<file path="src/rtl/alu_issue_ctrl_if.sv">
// Bundle between the ALU issue controller, the decoder, alu_core and writeback.
// master = issue controller, slave = surrounding pipeline / alu_core.
interface alu_issue_ctrl_if;
    logic       req_valid;
    logic       req_ready;
    logic [4:0] req_opcode;
    logic [7:0] req_src1;
    logic [7:0] req_src2;
    logic       req_cy;
    logic       req_ac;
    logic       req_bit;

    logic [4:0] alu_opcode;
    logic [7:0] alu_op1;
    logic [7:0] alu_op2;
    logic       alu_cy;
    logic       alu_ac;
    logic       alu_bit;
    logic [7:0] alu_des1;
    logic [7:0] alu_des2;
    logic       alu_cy_o;
    logic       alu_ac_o;
    logic       alu_ov_o;

    logic       rsp_valid;
    logic       rsp_ready;
    logic [7:0] rsp_des1;
    logic [7:0] rsp_des2;
    logic       rsp_cy;
    logic       rsp_ac;
    logic       rsp_ov;
    logic       rsp_err;

    modport master (
        input  req_valid, req_opcode, req_src1, req_src2,
        input  req_cy, req_ac, req_bit,
        output req_ready,
        output alu_opcode, alu_op1, alu_op2, alu_cy, alu_ac, alu_bit,
        input  alu_des1, alu_des2, alu_cy_o, alu_ac_o, alu_ov_o,
        output rsp_valid, rsp_des1, rsp_des2, rsp_cy, rsp_ac, rsp_ov, rsp_err,
        input  rsp_ready
    );

    modport slave (
        output req_valid, req_opcode, req_src1, req_src2,
        output req_cy, req_ac, req_bit,
        input  req_ready,
        input  alu_opcode, alu_op1, alu_op2, alu_cy, alu_ac, alu_bit,
        output alu_des1, alu_des2, alu_cy_o, alu_ac_o, alu_ov_o,
        input  rsp_valid, rsp_des1, rsp_des2, rsp_cy, rsp_ac, rsp_ov, rsp_err,
        output rsp_ready
    );
endinterface

</file>
<file path="src/rtl/alu_issue_ctrl.sv">
// Issues one decoded request to alu_core, holds its inputs for the op latency,
// then captures the results and hands them to writeback via valid/ready.
module alu_issue_ctrl #(
    parameter int         ALU_LAT    = 1,
    parameter int         MULDIV_LAT = 4,
    parameter logic [4:0] MUL_OP     = 5'h0D,
    parameter logic [4:0] DIV_OP     = 5'h0E,
    parameter logic [4:0] OPCODE_MAX = 5'h11
) (
    input  logic             clock,
    input  logic             reset,
    alu_issue_ctrl_if.master bus
);
    localparam int MAX_LAT = (ALU_LAT > MULDIV_LAT) ? ALU_LAT : MULDIV_LAT;
    localparam int CW      = $clog2(MAX_LAT + 1);
    localparam logic [4:0] NOP = 5'h00;

    typedef enum logic [1:0] {
        S_IDLE = 2'd0,
        S_WAIT = 2'd1,
        S_RESP = 2'd2
    } state_t;

    state_t        r_state;
    state_t        w_next;
    logic [CW-1:0] r_cnt;
    logic [CW-1:0] w_lat;
    logic          r_err_pend;
    logic          w_accept;
    logic          w_capture;
    logic          w_release;
    logic          w_illegal;
    logic          w_muldiv;

    logic [4:0]    r_alu_opcode;
    logic [7:0]    r_alu_op1;
    logic [7:0]    r_alu_op2;
    logic          r_alu_cy;
    logic          r_alu_ac;
    logic          r_alu_bit;

    logic          r_rsp_valid;
    logic [7:0]    r_rsp_des1;
    logic [7:0]    r_rsp_des2;
    logic          r_rsp_cy;
    logic          r_rsp_ac;
    logic          r_rsp_ov;
    logic          r_rsp_err;

    assign w_illegal = bus.req_opcode > OPCODE_MAX;
    assign w_muldiv  = (bus.req_opcode == MUL_OP) ||
                       (bus.req_opcode == DIV_OP);

    // Illegal opcodes never reach the ALU; they report one cycle later.
    always_comb begin
        w_lat = CW'(ALU_LAT);
        if (w_illegal) begin
            w_lat = CW'(1);
        end else if (w_muldiv) begin
            w_lat = CW'(MULDIV_LAT);
        end
    end

    always_ff @(posedge clock or posedge reset) begin
        if (reset) begin
            r_state <= S_IDLE;
        end else begin
            r_state <= w_next;
        end
    end

    always_comb begin
        w_next    = r_state;
        w_accept  = 1'b0;
        w_capture = 1'b0;
        w_release = 1'b0;
        unique case (r_state)
            S_IDLE: begin
                if (bus.req_valid) begin
                    w_accept = 1'b1;
                    w_next   = S_WAIT;
                end
            end
            S_WAIT: begin
                if (r_cnt == CW'(1)) begin
                    w_capture = 1'b1;
                    w_next    = S_RESP;
                end
            end
            S_RESP: begin
                if (bus.rsp_ready) begin
                    w_release = 1'b1;
                    w_next    = S_IDLE;
                end
            end
            default: begin
                w_next = S_IDLE;
            end
        endcase
    end

    always_ff @(posedge clock or posedge reset) begin
        if (reset) begin
            r_cnt        <= '0;
            r_err_pend   <= 1'b0;
            r_alu_opcode <= NOP;
            r_alu_op1    <= 8'h00;
            r_alu_op2    <= 8'h00;
            r_alu_cy     <= 1'b0;
            r_alu_ac     <= 1'b0;
            r_alu_bit    <= 1'b0;
        end else if (w_accept) begin
            r_cnt      <= w_lat;
            r_err_pend <= w_illegal;
            if (!w_illegal) begin
                r_alu_opcode <= bus.req_opcode;
                r_alu_op1    <= bus.req_src1;
                r_alu_op2    <= bus.req_src2;
                r_alu_cy     <= bus.req_cy;
                r_alu_ac     <= bus.req_ac;
                r_alu_bit    <= bus.req_bit;
            end
        end else if (r_state == S_WAIT) begin
            r_cnt <= r_cnt - CW'(1);
            if (w_capture) begin
                r_alu_opcode <= NOP;
                r_alu_op1    <= 8'h00;
                r_alu_op2    <= 8'h00;
                r_alu_cy     <= 1'b0;
                r_alu_ac     <= 1'b0;
                r_alu_bit    <= 1'b0;
            end
        end
    end

    // Response data stays put after the handshake until the next capture.
    always_ff @(posedge clock or posedge reset) begin
        if (reset) begin
            r_rsp_valid <= 1'b0;
            r_rsp_err   <= 1'b0;
            r_rsp_des1  <= 8'h00;
            r_rsp_des2  <= 8'h00;
            r_rsp_cy    <= 1'b0;
            r_rsp_ac    <= 1'b0;
            r_rsp_ov    <= 1'b0;
        end else if (w_capture) begin
            r_rsp_valid <= 1'b1;
            r_rsp_err   <= r_err_pend;
            r_rsp_des1  <= r_err_pend ? 8'h00 : bus.alu_des1;
            r_rsp_des2  <= r_err_pend ? 8'h00 : bus.alu_des2;
            r_rsp_cy    <= r_err_pend ? 1'b0  : bus.alu_cy_o;
            r_rsp_ac    <= r_err_pend ? 1'b0  : bus.alu_ac_o;
            r_rsp_ov    <= r_err_pend ? 1'b0  : bus.alu_ov_o;
        end else if (w_release) begin
            r_rsp_valid <= 1'b0;
            r_rsp_err   <= 1'b0;
        end
    end

    assign bus.req_ready  = (r_state == S_IDLE);
    assign bus.alu_opcode = r_alu_opcode;
    assign bus.alu_op1    = r_alu_op1;
    assign bus.alu_op2    = r_alu_op2;
    assign bus.alu_cy     = r_alu_cy;
    assign bus.alu_ac     = r_alu_ac;
    assign bus.alu_bit    = r_alu_bit;
    assign bus.rsp_valid  = r_rsp_valid;
    assign bus.rsp_des1   = r_rsp_des1;
    assign bus.rsp_des2   = r_rsp_des2;
    assign bus.rsp_cy     = r_rsp_cy;
    assign bus.rsp_ac     = r_rsp_ac;
    assign bus.rsp_ov     = r_rsp_ov;
    assign bus.rsp_err    = r_rsp_err;
endmodule

</file>
<file path="src/flat_wrapper.sv">
// flat-port wrapper written by rule: the top's interface ports become plain ports
module alu_issue_ctrl_flat 
#(
    parameter int         ALU_LAT    = 1,
    parameter int         MULDIV_LAT = 4,
    parameter logic [4:0] MUL_OP     = 5'h0D,
    parameter logic [4:0] DIV_OP     = 5'h0E,
    parameter logic [4:0] OPCODE_MAX = 5'h11
)
  (clock, reset, bus_req_valid, bus_req_opcode, bus_req_src1, bus_req_src2, bus_req_cy, bus_req_ac, bus_req_bit, bus_req_ready, bus_alu_opcode, bus_alu_op1, bus_alu_op2, bus_alu_cy, bus_alu_ac, bus_alu_bit, bus_alu_des1, bus_alu_des2, bus_alu_cy_o, bus_alu_ac_o, bus_alu_ov_o, bus_rsp_valid, bus_rsp_des1, bus_rsp_des2, bus_rsp_cy, bus_rsp_ac, bus_rsp_ov, bus_rsp_err, bus_rsp_ready);
  alu_issue_ctrl_if bus_i ();
  input  logic clock;
  input  logic reset;
  input wire logic [$bits(bus_i.req_valid)-1:0] bus_req_valid;
  input wire logic [$bits(bus_i.req_opcode)-1:0] bus_req_opcode;
  input wire logic [$bits(bus_i.req_src1)-1:0] bus_req_src1;
  input wire logic [$bits(bus_i.req_src2)-1:0] bus_req_src2;
  input wire logic [$bits(bus_i.req_cy)-1:0] bus_req_cy;
  input wire logic [$bits(bus_i.req_ac)-1:0] bus_req_ac;
  input wire logic [$bits(bus_i.req_bit)-1:0] bus_req_bit;
  output wire logic [$bits(bus_i.req_ready)-1:0] bus_req_ready;
  output wire logic [$bits(bus_i.alu_opcode)-1:0] bus_alu_opcode;
  output wire logic [$bits(bus_i.alu_op1)-1:0] bus_alu_op1;
  output wire logic [$bits(bus_i.alu_op2)-1:0] bus_alu_op2;
  output wire logic [$bits(bus_i.alu_cy)-1:0] bus_alu_cy;
  output wire logic [$bits(bus_i.alu_ac)-1:0] bus_alu_ac;
  output wire logic [$bits(bus_i.alu_bit)-1:0] bus_alu_bit;
  input wire logic [$bits(bus_i.alu_des1)-1:0] bus_alu_des1;
  input wire logic [$bits(bus_i.alu_des2)-1:0] bus_alu_des2;
  input wire logic [$bits(bus_i.alu_cy_o)-1:0] bus_alu_cy_o;
  input wire logic [$bits(bus_i.alu_ac_o)-1:0] bus_alu_ac_o;
  input wire logic [$bits(bus_i.alu_ov_o)-1:0] bus_alu_ov_o;
  output wire logic [$bits(bus_i.rsp_valid)-1:0] bus_rsp_valid;
  output wire logic [$bits(bus_i.rsp_des1)-1:0] bus_rsp_des1;
  output wire logic [$bits(bus_i.rsp_des2)-1:0] bus_rsp_des2;
  output wire logic [$bits(bus_i.rsp_cy)-1:0] bus_rsp_cy;
  output wire logic [$bits(bus_i.rsp_ac)-1:0] bus_rsp_ac;
  output wire logic [$bits(bus_i.rsp_ov)-1:0] bus_rsp_ov;
  output wire logic [$bits(bus_i.rsp_err)-1:0] bus_rsp_err;
  input wire logic [$bits(bus_i.rsp_ready)-1:0] bus_rsp_ready;
  assign bus_i.req_valid = bus_req_valid;
  assign bus_i.req_opcode = bus_req_opcode;
  assign bus_i.req_src1 = bus_req_src1;
  assign bus_i.req_src2 = bus_req_src2;
  assign bus_i.req_cy = bus_req_cy;
  assign bus_i.req_ac = bus_req_ac;
  assign bus_i.req_bit = bus_req_bit;
  assign bus_req_ready = bus_i.req_ready;
  assign bus_alu_opcode = bus_i.alu_opcode;
  assign bus_alu_op1 = bus_i.alu_op1;
  assign bus_alu_op2 = bus_i.alu_op2;
  assign bus_alu_cy = bus_i.alu_cy;
  assign bus_alu_ac = bus_i.alu_ac;
  assign bus_alu_bit = bus_i.alu_bit;
  assign bus_i.alu_des1 = bus_alu_des1;
  assign bus_i.alu_des2 = bus_alu_des2;
  assign bus_i.alu_cy_o = bus_alu_cy_o;
  assign bus_i.alu_ac_o = bus_alu_ac_o;
  assign bus_i.alu_ov_o = bus_alu_ov_o;
  assign bus_rsp_valid = bus_i.rsp_valid;
  assign bus_rsp_des1 = bus_i.rsp_des1;
  assign bus_rsp_des2 = bus_i.rsp_des2;
  assign bus_rsp_cy = bus_i.rsp_cy;
  assign bus_rsp_ac = bus_i.rsp_ac;
  assign bus_rsp_ov = bus_i.rsp_ov;
  assign bus_rsp_err = bus_i.rsp_err;
  assign bus_i.rsp_ready = bus_rsp_ready;
  alu_issue_ctrl #(.ALU_LAT(ALU_LAT), .MULDIV_LAT(MULDIV_LAT), .MUL_OP(MUL_OP), .DIV_OP(DIV_OP), .OPCODE_MAX(OPCODE_MAX)) u_core (.clock(clock), .reset(reset), .bus(bus_i));
endmodule
</file>
<file path="config.mk">
export PLATFORM = sky130hd
export DESIGN_NAME = alu_issue_ctrl_flat
export DESIGN_NICKNAME = d
export VERILOG_FILES = /design/src/rtl/alu_issue_ctrl_if.sv /design/src/rtl/alu_issue_ctrl.sv /design/src/flat_wrapper.sv
export SDC_FILE = /design/constraint.sdc
export NUM_CORES = 1
export LEC_CHECK = 0
export CAP_MARGIN = 20
export CORE_UTILIZATION = 42
export CTS_CLUSTER_DIAMETER = 120
export CTS_CLUSTER_SIZE = 20
export DETAILED_ROUTE_END_ITERATION = 8
export HOLD_SLACK_MARGIN = 0.1
export PLACE_DENSITY = 0.76
export SKIP_CTS_REPAIR_TIMING = 1
export SYNTH_ARGS = -nofsm -noshare
export SYNTH_HDL_FRONTEND = slang
export SYNTH_SLANG_ARGS = --single-unit
</file>
<file path="constraint.sdc">
create_clock -name clock -period 2 [get_ports clock]
set_input_delay 0.4 -clock clock [delete_from_list [all_inputs] [get_ports clock]]
set_output_delay 0.4 -clock clock [all_outputs]
set_load 0.02 [all_outputs]
</file>
Word level (Yosys, flattened, before mapping). Index checks and enable logic that the tools add are counted.

Add/subtract/negate cells: 1. $lt $le $gt $ge: 1. Equality and inequality tests: 9. Multiplexer cells: 40. Reduce and logical (&&, ||, !) cells: 7.

Operators with widths (number): 8-bit two-way mux (8); 1-bit two-way mux (20); 5-bit two-way mux (4); 3-bit two-way mux (4); 5-bit by 4-bit == test with 1-bit output, second input constant (2); 2-bit two-way mux (3); 2-bit != test, second input constant (3); 2-bit one-hot mux with 3 select lines (1); 3-bit AND reduction (2); 2-bit nonzero test (3); 5-bit greater-than comparator, second input constant (1); 3-bit by 1-bit == test with 1-bit output, second input constant (1); 3-bit by 1-bit subtractor with 3-bit output, second input constant (1); 2-bit by 1-bit == test with 1-bit output, second input constant (1); 2-bit == test, second input constant (1); 2-bit logical NOT (1); 2-bit by 1-bit != test with 1-bit output, second input constant (1); 1-bit logical OR (1).

Register bits: 51. Input port bits: 47. Output and inout bits: 46.

Depth between registers and ports, before layout.
Depth in word-level cells: 6. Gate-level depth with buffers: 7. Gate-level depth less buffers: 5.

Worst setup path after synthesis. Ideal clock, no wire load.

Path type: reg2reg. From: register u_core.r_state[0]. To: register u_core.r_cnt[0]. Data arrival time: 1.520 ns. Data required time: 1.877 ns. Setup slack: 0.357 ns. Cell stages (with the launch flop): 5. Path buffers: 1. Cells stage by stage: dfrtp_1 > buf_6 > or3b_4 > or4_4 > a21boi_1.

Longest elaborated chain between the ends: 3. Elaborated cells between the ends (all ways): 5.

Ends and longest elaborated chain: start: declaration (line alu_issue_ctrl.sv:24) `state_t r_state;`; start signal: assignment (line alu_issue_ctrl.sv:68) `r_state <= w_next;`; 2-bit logical NOT (line alu_issue_ctrl.sv:77) `unique case (r_state)`; 1-bit two-way mux (line alu_issue_ctrl.sv:77); 3-bit two-way mux or 2-bit nonzero test (tied branches); end signal: assignment (line alu_issue_ctrl.sv:113) `r_cnt <= w_lat;`; end signal: assignment (line alu_issue_ctrl.sv:124) `r_cnt <= r_cnt - CW'(1);`; end: declaration (line alu_issue_ctrl.sv:26) `logic [CW-1:0] r_cnt;`.

Parallel ways exist; a longest one is shown, timed or not. A chain may end at the register's enable or synchronous reset.

Worst setup path after layout.
From: register u_core.r_state[0]. To: output bus_req_ready.

Longest elaborated chain between the ends: 1.

Ends and longest elaborated chain: 2-bit logical NOT (line alu_issue_ctrl.sv:160) `assign bus.req_ready = (r_state == S_IDLE);`; end: declaration (line flat_wrapper.sv:21) `output wire logic [$bits(bus_i.req_ready)-1:0] bus_req_ready;`.

Every way passes these cells.

==> metrics.md <==
| Metric | Value |
|---|---|
| Power Density | `1485 mW/mm^2` |
| FMAX | `around 520 MHz` |
| Die Ht | `73.77 um` |
| Rows | `25` |
| Die ar. | `~0.0054 sq mm` |
| Syn-to-layout area delta | `53.44%` |
| Max clock buf depth | `2` |
| Max Cap Viol | `0` |
| RSZ-0062 raised after global routing | `no` |
| DP HPWL | `3793 um` |
| Cells after Synth | `~210` |
| Unique masters post-synth | `29` |
| CTS root buf | `clkbuf_8` |
| CP Class | `reg -> out` |
| GP Congestion | `around 0.78` |
| Crit-path max FO | `10` |
| Worst Path Required | `about 1600 ps` |
| Drt drc | `0` |
| CP arrival | `1540 ps` |
| Hold Vio Cnt, Final | `0` |
| CTS sink count | `51` |
| Placed cell areas | `between 0.003 and 0.004 sq mm` |
| Peak VDD IR | `between 0.7 and 0.8 mV` |
| DR iter-0 viols | `between 100 and 150` |
| CTS tree | `built` |
| Worst path max stage delay | `roughly 600 ps` |
| Finished Cell Area | `roughly 0.0033 sq mm` |
| Die Wd | `roughly 74 um` |
| Hold Crit Class | `in -> async` |
| Core Area | `between 0.004 and 0.005 sq mm` |
| Initial antenna violation count | `0` |
| Htree depth | `2` |
| Clock transition at the registers of the reported paths | `roughly 90 ps` |
| Syn nets | `255` |
| Fin Hold WS | `roughly 470 ps` |
| Placed cells | `360` |
| Largest net degree at the start of global routing | `52` |
| Vias in the first global route | `approximately 1,800` |
| Final setup fails | `0` |
| Starting density of the core | `0.4462` |
| Most common cell after layout, fill and taps aside | `clkdlybuf4s50_1` |
| Syn Area/Cell | `roughly 11 sq um` |
| Final WS setup | `between 60 and 70 ps` |
| Number of routed nets with antenna violations | `0` |
| Final worst path period share | `0.9680` |
| Crit path max-delay cell type | `clkdlybuf4s50_1` |
| Via count | `1,857` |
| Share of cells above drive strength 1 | `0.1462` |
| DR vias/cell | `around 5.0` |
| Status | `completed` |
| Slew Limit Fails | `0` |
| P_leak | `1.542 nW` |
| Place WS | `-44.28 ps` |
| Wirelength per Cell | `14.99 um` |
| Clk_lat worst skew | `300 ps` |
| Warnings from Yosys | `0` |
| Global-route wire length before repair | `roughly 8500 um` |
| Total iterations of the first detailed-routing run | `4` |
| Final Skew | `~4.7 ps` |
| GRT Total Usage | `0.2102` |
| Register bit total from synthesis | `~50` |
| Crit path time final | `1936 ps` |
| Io pins | `between 90 and 100` |
| Worst Tran Pin Value | `around 610 ps` |
| PortBufs | `about 90` |
| Critical Path, Cell by Cell | `nor2_1 > clkdlybuf4s50_1` |
| Final non-filler cell total | `~370` |
| Total gr overflow | `0` |
| Register area share after synthesis | `0.5899` |
| Largest delay share family, worst path | `buffers and inverters` |
| Inserted Clock Buffers | `5` |
| Setup Total Neg Slack | `0 ps` |
| Most frequent cells in the layout | `clkdlybuf4s50_1 (92), dfrtp_1 (51), nand2_1 (43), o21ai_0 (23)` |
| Buf+Inv Stages, Crit Path | `1` |
| Startpoint types | `flip-flop` |
| Nets | `349` |
| # diodes | `0` |
| Final wirelength | `approximately 5500 um` |
| Synthesized area | `~0.0022 sq mm` |
| Crit end category | `output port` |
| Slew HR | `0.5907` |
-- Yosys cell counts (all sizes together) --
| library cell | n | share of area |
|---|---|---|
| nand4bb | 1 | 0.0052 |
| nand3b | 2 | 0.0069 |
| buf | 7 | 0.017 |
| dfrtp | 51 | 0.59 |
| xnor2 | 3 | 0.012 |
| a22o | 1 | 0.0040 |
| a32o | 3 | 0.014 |
| a31o | 20 | 0.081 |
| o21ai | 23 | 0.053 |
| nor3 | 1 | 0.0023 |
| nand2b | 1 | 0.0029 |
| nand3 | 1 | 0.0023 |
| nor2 | 3 | 0.0052 |
| or4 | 1 | 0.0052 |
| and3 | 20 | 0.058 |
| clkbuf | 9 | 0.016 |
| inv | 6 | 0.010 |
| o31ai | 1 | 0.0035 |
| a31oi | 1 | 0.0029 |
| ha | 2 | 0.012 |
| or3b | 1 | 0.0052 |
| nand2 | 43 | 0.075 |
| nor3b | 1 | 0.0035 |
| nor2b | 1 | 0.0029 |
| o21bai | 1 | 0.0035 |
| a21boi | 1 | 0.0035 |
| a22oi | 1 | 0.0035 |
-- final timing paths --
path,from,endpoint,slack [ps],depth (start not counted)
setup / recovery,u_core.r_state[0],bus_req_ready,60,2
hold / removal,reset,u_core.bus.alu_opcode[2],470,3
setup reg to reg,u_core.r_state[0],u_core.r_cnt[0],300,3
hold reg to reg,u_core.bus.rsp_valid,u_core.bus.rsp_valid,480,2
max in group asynchronous,reset,u_core.bus.rsp_des1[4],1310,3
min in group clock,u_core.bus.rsp_valid,u_core.bus.rsp_valid,480,2
-- state kept, by name (all words and copies together), names as in the netlist, 2 cells and up --
name and count:
u_core.bus.alu_opcode 5, u_core.bus.rsp_des1 8, u_core.bus.alu_op2 8, u_core.bus.alu_op1 8, u_core.r_state 2, u_core.r_cnt 3
u_core.bus.rsp_des2 8
-- metrics by stage --
| stage | power [mW] | utilization |
|---|---|---|
| 4_1_cts | 4.982 | 0.6846 |
| 2_1_floorplan | 3.124 | - |
| 5_1_grt | 5.233 | 0.6846 |
| 3_3_place_gp | 4.253 | 0.6640 |
| 3_5_place_dp | 4.318 | 0.6640 |
| 6_report | 4.930 | 0.6846 |
-- per-layer routing --
metal	share of wire	GRT usage	up-vias
li1	-	-	905
met1	0.44	0.2738	873
met2	0.49	0.3374	64
met3	0.044	0.03155	15
met4	0.030	0.1132	0
met5	0	0	-
-- worst register-to-register path, delay by kind of cell, from the launching register on --
family | cells | cell delay (ps)
AND/OR/NAND/NOR | 2 | 960
flip-flops | 1 | 500
AO/OA/AOI/OAI | 1 | 140
-- where the power goes --
part           internal, mW  leakage, nW  total [mW]  switching (mW)
Sequential             1.47        0.655        1.75           0.274
Combinational          1.25        0.836        2.54            1.29
Clock                 0.316       0.0515       0.643           0.327
-- cell families after synthesis --
group | Yosys count | share of synthesized area
adders and majority gates | 2 | 0.01157
AOI/OAI and AO/OA | 52 | 0.1689
buffers and inverters | 22 | 0.04337
and+or+nand+nor | 76 | 0.1741
DFF | 51 | 0.5899
xor gates and xnor gates | 3 | 0.01215
-- final cells by class --
| type | count | area (sq um) |
|---|---|---|
| Fill cell | 383 | 1529 |
| Sequential cell | 51 | 1276 |
| Timing Repair Buffer | 103 | 1028 |
| Multi-Input combinational cell | 133 | 808.3 |
| Clock buffer | 8 | 100.1 |
| Tap cell | 67 | 83.83 |
| Inverter | 6 | 22.52 |
No activity file was read; power rests on OpenSTA's default activity.
